==> config.mk <==
export PLATFORM = sky130hd
export DESIGN_NAME = prog_down_counter
export DESIGN_NICKNAME = d
export VERILOG_FILES = /design/src/rtl/prog_down_counter.sv
export SDC_FILE = /design/constraint.sdc
export NUM_CORES = 1
export LEC_CHECK = 0
export ABC_CLOCK_PERIOD_IN_PS = 2100
export CORE_MARGIN = 2
export CORE_UTILIZATION = 35
export DETAILED_ROUTE_END_ITERATION = 16
export HOLD_SLACK_MARGIN = 0.12
export PLACE_DENSITY = 0.67
export REMOVE_ABC_BUFFERS = 1
export SETUP_SLACK_MARGIN = 0.5
export SYNTH_ARGS = -nofsm -noshare
export SYNTH_HDL_FRONTEND = slang
export SYNTH_SLANG_ARGS = --single-unit
==> constraint.sdc <==
create_clock -name clk -period 2.1 [get_ports clk]
set_input_delay 0.21 -clock clk [delete_from_list [all_inputs] [get_ports clk]]
set_output_delay 0.21 -clock clk [all_outputs]
set_load 0.005 [all_outputs]
==> src/rtl/prog_down_counter.sv <==
`default_nettype none
// ============================================================================
// Module      : prog_down_counter
// Description : Loadable N-bit down counter with one-shot / auto-reload modes
//               and a single-cycle registered terminal-count pulse.
// Revision    : 1.0 - initial release
// ============================================================================
module prog_down_counter #(
    parameter int WIDTH = 3
) (
    input  logic             clk,
    input  logic             reset,
    input  logic             load,
    input  logic [WIDTH-1:0] load_val,
    input  logic             en,
    input  logic             reload,
    output logic [WIDTH-1:0] q,
    output logic             tc,
    output logic             busy,
    output logic             done
);

    localparam logic [WIDTH-1:0] c_zero = '0;
    localparam logic [WIDTH-1:0] c_one  = {{(WIDTH-1){1'b0}}, 1'b1};

    typedef enum logic [1:0] {
        S_IDLE = 2'd0,
        S_RUN  = 2'd1,
        S_DONE = 2'd2
    } state_t;

    state_t           r_state;
    state_t           w_state_nxt;
    logic [WIDTH-1:0] r_q;
    logic [WIDTH-1:0] w_q_nxt;
    logic [WIDTH-1:0] r_reload_val;
    logic [WIDTH-1:0] w_reload_nxt;
    logic             r_tc;
    logic             w_tc_nxt;
    logic             r_busy;
    logic             r_done;

    always_ff @(posedge clk or negedge reset) begin
        if (!reset) begin
            r_state      <= S_IDLE;
            r_q          <= c_zero;
            r_reload_val <= c_zero;
            r_tc         <= 1'b0;
            r_busy       <= 1'b0;
            r_done       <= 1'b0;
        end else begin
            r_state      <= w_state_nxt;
            r_q          <= w_q_nxt;
            r_reload_val <= w_reload_nxt;
            r_tc         <= w_tc_nxt;
            r_busy       <= (w_state_nxt == S_RUN);
            r_done       <= (w_state_nxt == S_DONE);
        end
    end

    // Load outranks everything; otherwise only RUN with en high moves the count.
    always_comb begin
        w_state_nxt  = r_state;
        w_q_nxt      = r_q;
        w_reload_nxt = r_reload_val;
        w_tc_nxt     = 1'b0;
        if (load) begin
            w_q_nxt      = load_val;
            w_reload_nxt = load_val;
            w_state_nxt  = (load_val != c_zero) ? S_RUN : S_IDLE;
        end else begin
            unique case (r_state)
                S_RUN: begin
                    if (en) begin
                        if (r_q > c_one) begin
                            w_q_nxt = r_q - c_one;
                        end else if (r_q == c_one) begin
                            w_tc_nxt = 1'b1;
                            if (reload) begin
                                w_q_nxt = r_reload_val;
                            end else begin
                                w_q_nxt     = c_zero;
                                w_state_nxt = S_DONE;
                            end
                        end
                    end
                end
                S_IDLE, S_DONE: begin
                    w_state_nxt = r_state;
                end
                default: begin
                    w_state_nxt = S_IDLE;
                end
            endcase
        end
    end

    assign q    = r_q;
    assign tc   = r_tc;
    assign busy = r_busy;
    assign done = r_done;

endmodule
`default_nettype wire

Yosys cells after proc, flatten, opt, wreduce, memory -nomap -nowiden

Cells that the tools add are included.

Bits in registers: 11
Latch bits: 0
Output and inout port bits: 6
Memories: 0
Bits in writable memories: 0
Logic and storage cells: 38
Memory bits (read-only): 0

Divide/modulo/power cells: 0
Reduce and logical (&&, ||, !) cells: 7
Multiply operators: 0
Multiplexer cells: 18
$lt $le $gt $ge: 1
Bitwise operators: 0
Equal/unequal tests: 5
Add/subtract/negate cells: 1
Shift-type cells: 0

Operator list:

| operator                                            | number |
|---|---|
| two-way mux 3 bit                                   | 6 |
| two-way mux 2 bit                                   | 5 |
| two-way mux 1 bit                                   | 6 |
| nonzero test 3 bit                                  | 2 |
| == test 2 x 1 -> 1 bit (second input constant)      | 2 |
| == test 2 bit (second input constant)               | 2 |
| case mux 2 bit (2 select lines)                     | 1 |
| nonzero test 2 bit                                  | 2 |
| == test 3 x 1 -> 1 bit (second input constant)      | 1 |
| > comparator 3 x 1 -> 1 bit (second input constant) | 1 |
| AND reduction 3 bit                                 | 1 |
| subtractor 3 x 1 -> 3 bit (second input constant)   | 1 |
| zero test 2 bit                                     | 1 |
| OR reduction 2 bit                                  | 1 |

Depth between registers and ports, before layout

Depth after elaboration: 7
Mapped depth: 6
Gate-level depth less buffers: 6

Worst setup path after synthesis

Ideal clock, no wire load.

Path type: register to register
Start point: register r_q[1], in the netlist q[1]
End point: register r_q[1], in the netlist q[1]
Clock period less this slack: 1356 ps
Path slack: 744 ps
Buffers on the path: 0
Cell stages (with the launch flop): 7
Arrival: 1260 ps
Library setup time: 95 ps
Cells stage by stage: dfrtp_1 -> inv_2 -> ha_1 -> nor2b_2 -> a311oi_2 -> a311oi_1 -> o31ai_1

Word-level cells in the longest chain between the ends: 5

Ends and longest elaborated chain:

| item                                                                            | line   | text |
|---|---|---|
| start: declaration                                                              | 34     | `logic [WIDTH-1:0] r_q;` |
| start signal: assignment                                                        | 46     | `r_q <= c_zero;` |
| start signal: assignment                                                        | 53     | `r_q <= w_q_nxt;` |
| subtractor 3 x 1 -> 3 bit / > comparator 3 x 1 -> 1 bit (equally long branches) | 76, 75 |  |
| two-way mux 3 bit                                                               | 75     | `if (r_q > c_one) begin` |
| two-way mux 3 bit                                                               | 74     | `if (en) begin` |
| two-way mux 3 bit                                                               | 72     | `unique case (r_state)` |
| two-way mux 3 bit                                                               | 67     | `if (load) begin` |

Parallel ways exist; a longest one is shown, timed or not. The select of a mux whose other input is x is not followed.
A chain may end at the register's enable or synchronous reset.

Worst setup path in the final report

Start point: register r_q[0], in the netlist q[0]
End point: register r_q[1], in the netlist q[1]

The elaborated chain is that of the path after synthesis.

==> flow_metrics.py <==
metrics = {
    "critical_path": {
        "crit_start": "q[0]",
        "slowest_stage": "dfrtp_1",
        "required_ns": 2.26,
        "ff2ff_path_depth": 5,
        "path_max_fanout": 6,
        "path_delay_family": "compound AO/OA/AOI/OAI gates",
        "regToRegStartpoint": "q[0]",
        "critPathKind": "reg2reg",
        "ff2ff_setup_slack_ns": 0.61,
        "cp_cell_sequence": "inv_2 > ha_1 > a311oi_2 > a311oi_1 > o31ai_1",
        "critPathBufInv": 1,
        "timing.rr.end": "q[1]",
        "critPathMaxStageDelay_ns": 0.47,
        "crit_path_start_kind": "register",
        "worst_setup_path_end_kind": "register",
        "worstPathArrival_ns": 1.65,
    },
    "job": {
        "drv_cap": 0,
    },
    "die": {
        "ioPinCount": 14,
        "core_area_sq_um": 1510,
        "initial_utilization_pct": 37.0,
        "rows": 14,
        "die_area_sq_um": 1930,
        "die_h_um": 43.9,
        "die_w_um": 43.9,
    },
    "sta": {
        "report.final.slew_viol_count": 0,
        "fin_setup_tns_ns": 0,
        "final.setup_skew_ns": 0.000449,
        "fmax_mhz": 672,
        "min_period_ns": 1.49,
        "period_share_pct": 70.9,
        "setup_viol": 0,
        "worst_pin_slew_ns": 0.480,
        "hold_viol": 0,
        "slew_headroom_pct": 67.9,
        "rsz0062_at_grt": "false",
        "postLayoutSetupSlackWorst_ns": 0.612,
    },
    "place": {
        "dpl_worst_slack_ns": 0.629,
        "dp_hpwl_um": 887,
        "dpl_cell_area_sq_um": 703,
        "gp_congestion": 0.785,
        "io_buffers": 13,
    },
    "power": {
        "power.switching_mw": 0.134,
        "p_sw_share_pct": 26.8,
        "seqPwrFrac_pct": 49.5,
        "internal-power_mw": 0.366,
        "cellPowerDensity_nw_per_um2": 685,
        "power_frac_clock_pct": 26.6,
        "power.total_mw": 0.500,
        "combPwrFrac_pct": 23.9,
        "leakagePower_nw": 0.319,
        "vdd_drop_max_mv": 0.461,
    },
    "logic_synthesis": {
        "ys_seq_elements": 11,
        "ys_types": 20,
        "yosysSeqAreaShare_pct": 49.4,
        "synthXorXnorAreaFrac_pct": 0,
        "synth_fa_ha_area_share_pct": 4.49,
        "synth_warnings": 0,
        "syn_area_per_cell_sq_um": 10.1,
        "syn-cell-area_sq_um": 557,
        "synthMuxAreaShare_pct": 0,
        "synthSimpleGateAreaFrac_pct": 14.2,
        "synth_top_family_by_area": "compound AO/OA/AOI/OAI gates",
        "synth_compound_area_share_pct": 25.2,
        "synthCells": 55,
    },
    "cells_and_area": {
        "drive_above_1_share_pct": 12.5,
        "syn_to_final_growth_pct": 31.0,
        "seqCellArea_sq_um": 275,
        "layout.nets": 83,
        "multi_input_area_sq_um": 244,
        "fillers": 142,
        "num_antenna_cells": 0,
        "final_cell_area_sq_um": 729,
        "postLayoutCoreUtil_pct": 48.4,
    },
    "min_path": {
        "holdCritPathClass": "in2async",
    },
    "global_route": {
        "grt_max_degree": 14,
        "grtUsageMet3_pct": 7.08,
        "grt-ovfl-total": 0,
        "grt_use_met2_pct": 23.5,
        "grt_most_used_layer": "met2",
        "antenna_found_initial": 0,
        "use_met1_pct": 16.3,
        "grt_pass1_wl_um": 1970,
        "grt_util_all_layers_pct": 14.7,
        "grt_pass1_vias": 447,
    },
    "clocking": {
        "clk_latency_ns": 0.26,
        "numCtsBuffers": 3,
        "clockRootBuffer": "clkbuf_4",
        "clk_pin_slew_ns": 0.06,
        "cts_tree": "done",
        "cts_hold_buf": 0,
        "cts_setup_buffers": 0,
        "clock_sinks": 11,
        "cts_resized": 0,
        "cts_buffer_depth": 2,
        "htree_levels": 1,
    },
    "route": {
        "dr.pass1.iters": 4,
        "drtIter0Drc": 5,
        "vias": 469,
        "drtAntennaViolNets": 0,
        "drc_errors": 0,
        "viasPerCell": 5.33,
        "wl_um": 1140,
        "post_drt_wl_per_cell_um": 12.9,
    },
    "status": {
        "status": "complete, no violations",
    },
}
synth_stat cells, drive strengths merged:
master   number  area [sq um]
a21oi         6          30.0
ha            2          25.0
o21ai         6          30.0
nand2         4          15.0
buf           1          11.3
inv           7          26.3
nor4          1          6.26
nor2b         3          28.8
a311oi        4          41.3
nand2b        2          12.5
dfrtp        11           275
o21a          1          7.51
nor2          2          7.51
o2111ai       1          8.76
and3b         1          8.76
o31ai         3          22.5
how the worst max path moves through the flow:
stage          endpoint  slack, ns  depth (start not counted)
5_1_grt            q[1]       0.51                          5
2_1_floorplan      q[1]       0.74                          6
3_5_place_dp       q[1]       0.63                          5
4_1_cts            q[0]       0.59                          1
6_report           q[1]       0.61                          5
3_3_place_gp       q[2]       0.68                          4
cell usage in the layout (no fill, tap or decap), drive strengths merged:
cell type	n
a21oi	6
a311oi	4
and3b	1
buf	1
clkbuf	4
clkdlybuf4s50	13
dfrtp	11
ha	2
inv	7
nand2	4
nand2b	2
nor2	2
nor2b	3
nor4	1
o2111ai	1
o21a	1
o21ai	6
o31ai	3
registers in the layout, summed over array words and instances, names as in the netlist:
signal,flops
tc,1
busy,1
r_reload_val,3
r_state,2
done,1
q,3
power by group through the flow:
| stage | Sequential [mW] | Clock, mW | Combinational (mW) |
|---|---|---|---|
| after global placement | 0.250 | 0 | 0.118 |
| after floorplan | 0.248 | 0 | 0.0621 |
| after CTS | 0.247 | 0.143 | 0.120 |
| after global routing | 0.249 | 0.158 | 0.134 |
| final | 0.248 | 0.133 | 0.119 |
| after detailed placement | 0.251 | 0 | 0.120 |
stage by stage:
step / hold WS (ns) / instances
2_1_floorplan: -0.0856 / 54
3_3_place_gp: 0.523 / 84
3_5_place_dp: 0.532 / 84
4_1_cts: 0.284 / 88
5_1_grt: 0.301 / 88
6_report: 0.277 / 88
cells by family (layout without fill, tap and decap cells):
family	count (synthesis)	count (layout)
AOI/OAI and AO/OA	21	21
adders and majority gates	2	2
buffers and inverters	8	25
DFF	11	11
and+or+nand+nor	13	13
per-layer routing:
metal | share of wire [%] | wire length (um)
met1 | 44 | 499
met2 | 47 | 531
met3 | 7.6 | 86
met4 | 1.7 | 19
met5 | 0 | 0
layout make-up:
| type | count | area share [%] |
|---|---|---|
| clock buffer | 4 | 3.60 |
| inverter | 7 | 3.60 |
| multi-input combinational | 36 | 33.4 |
| sequential | 11 | 37.7 |
| tap | 16 | 2.74 |
| timing repair buffer | 14 | 18.9 |
Note: power is estimated with default switching activity, not from simulation.
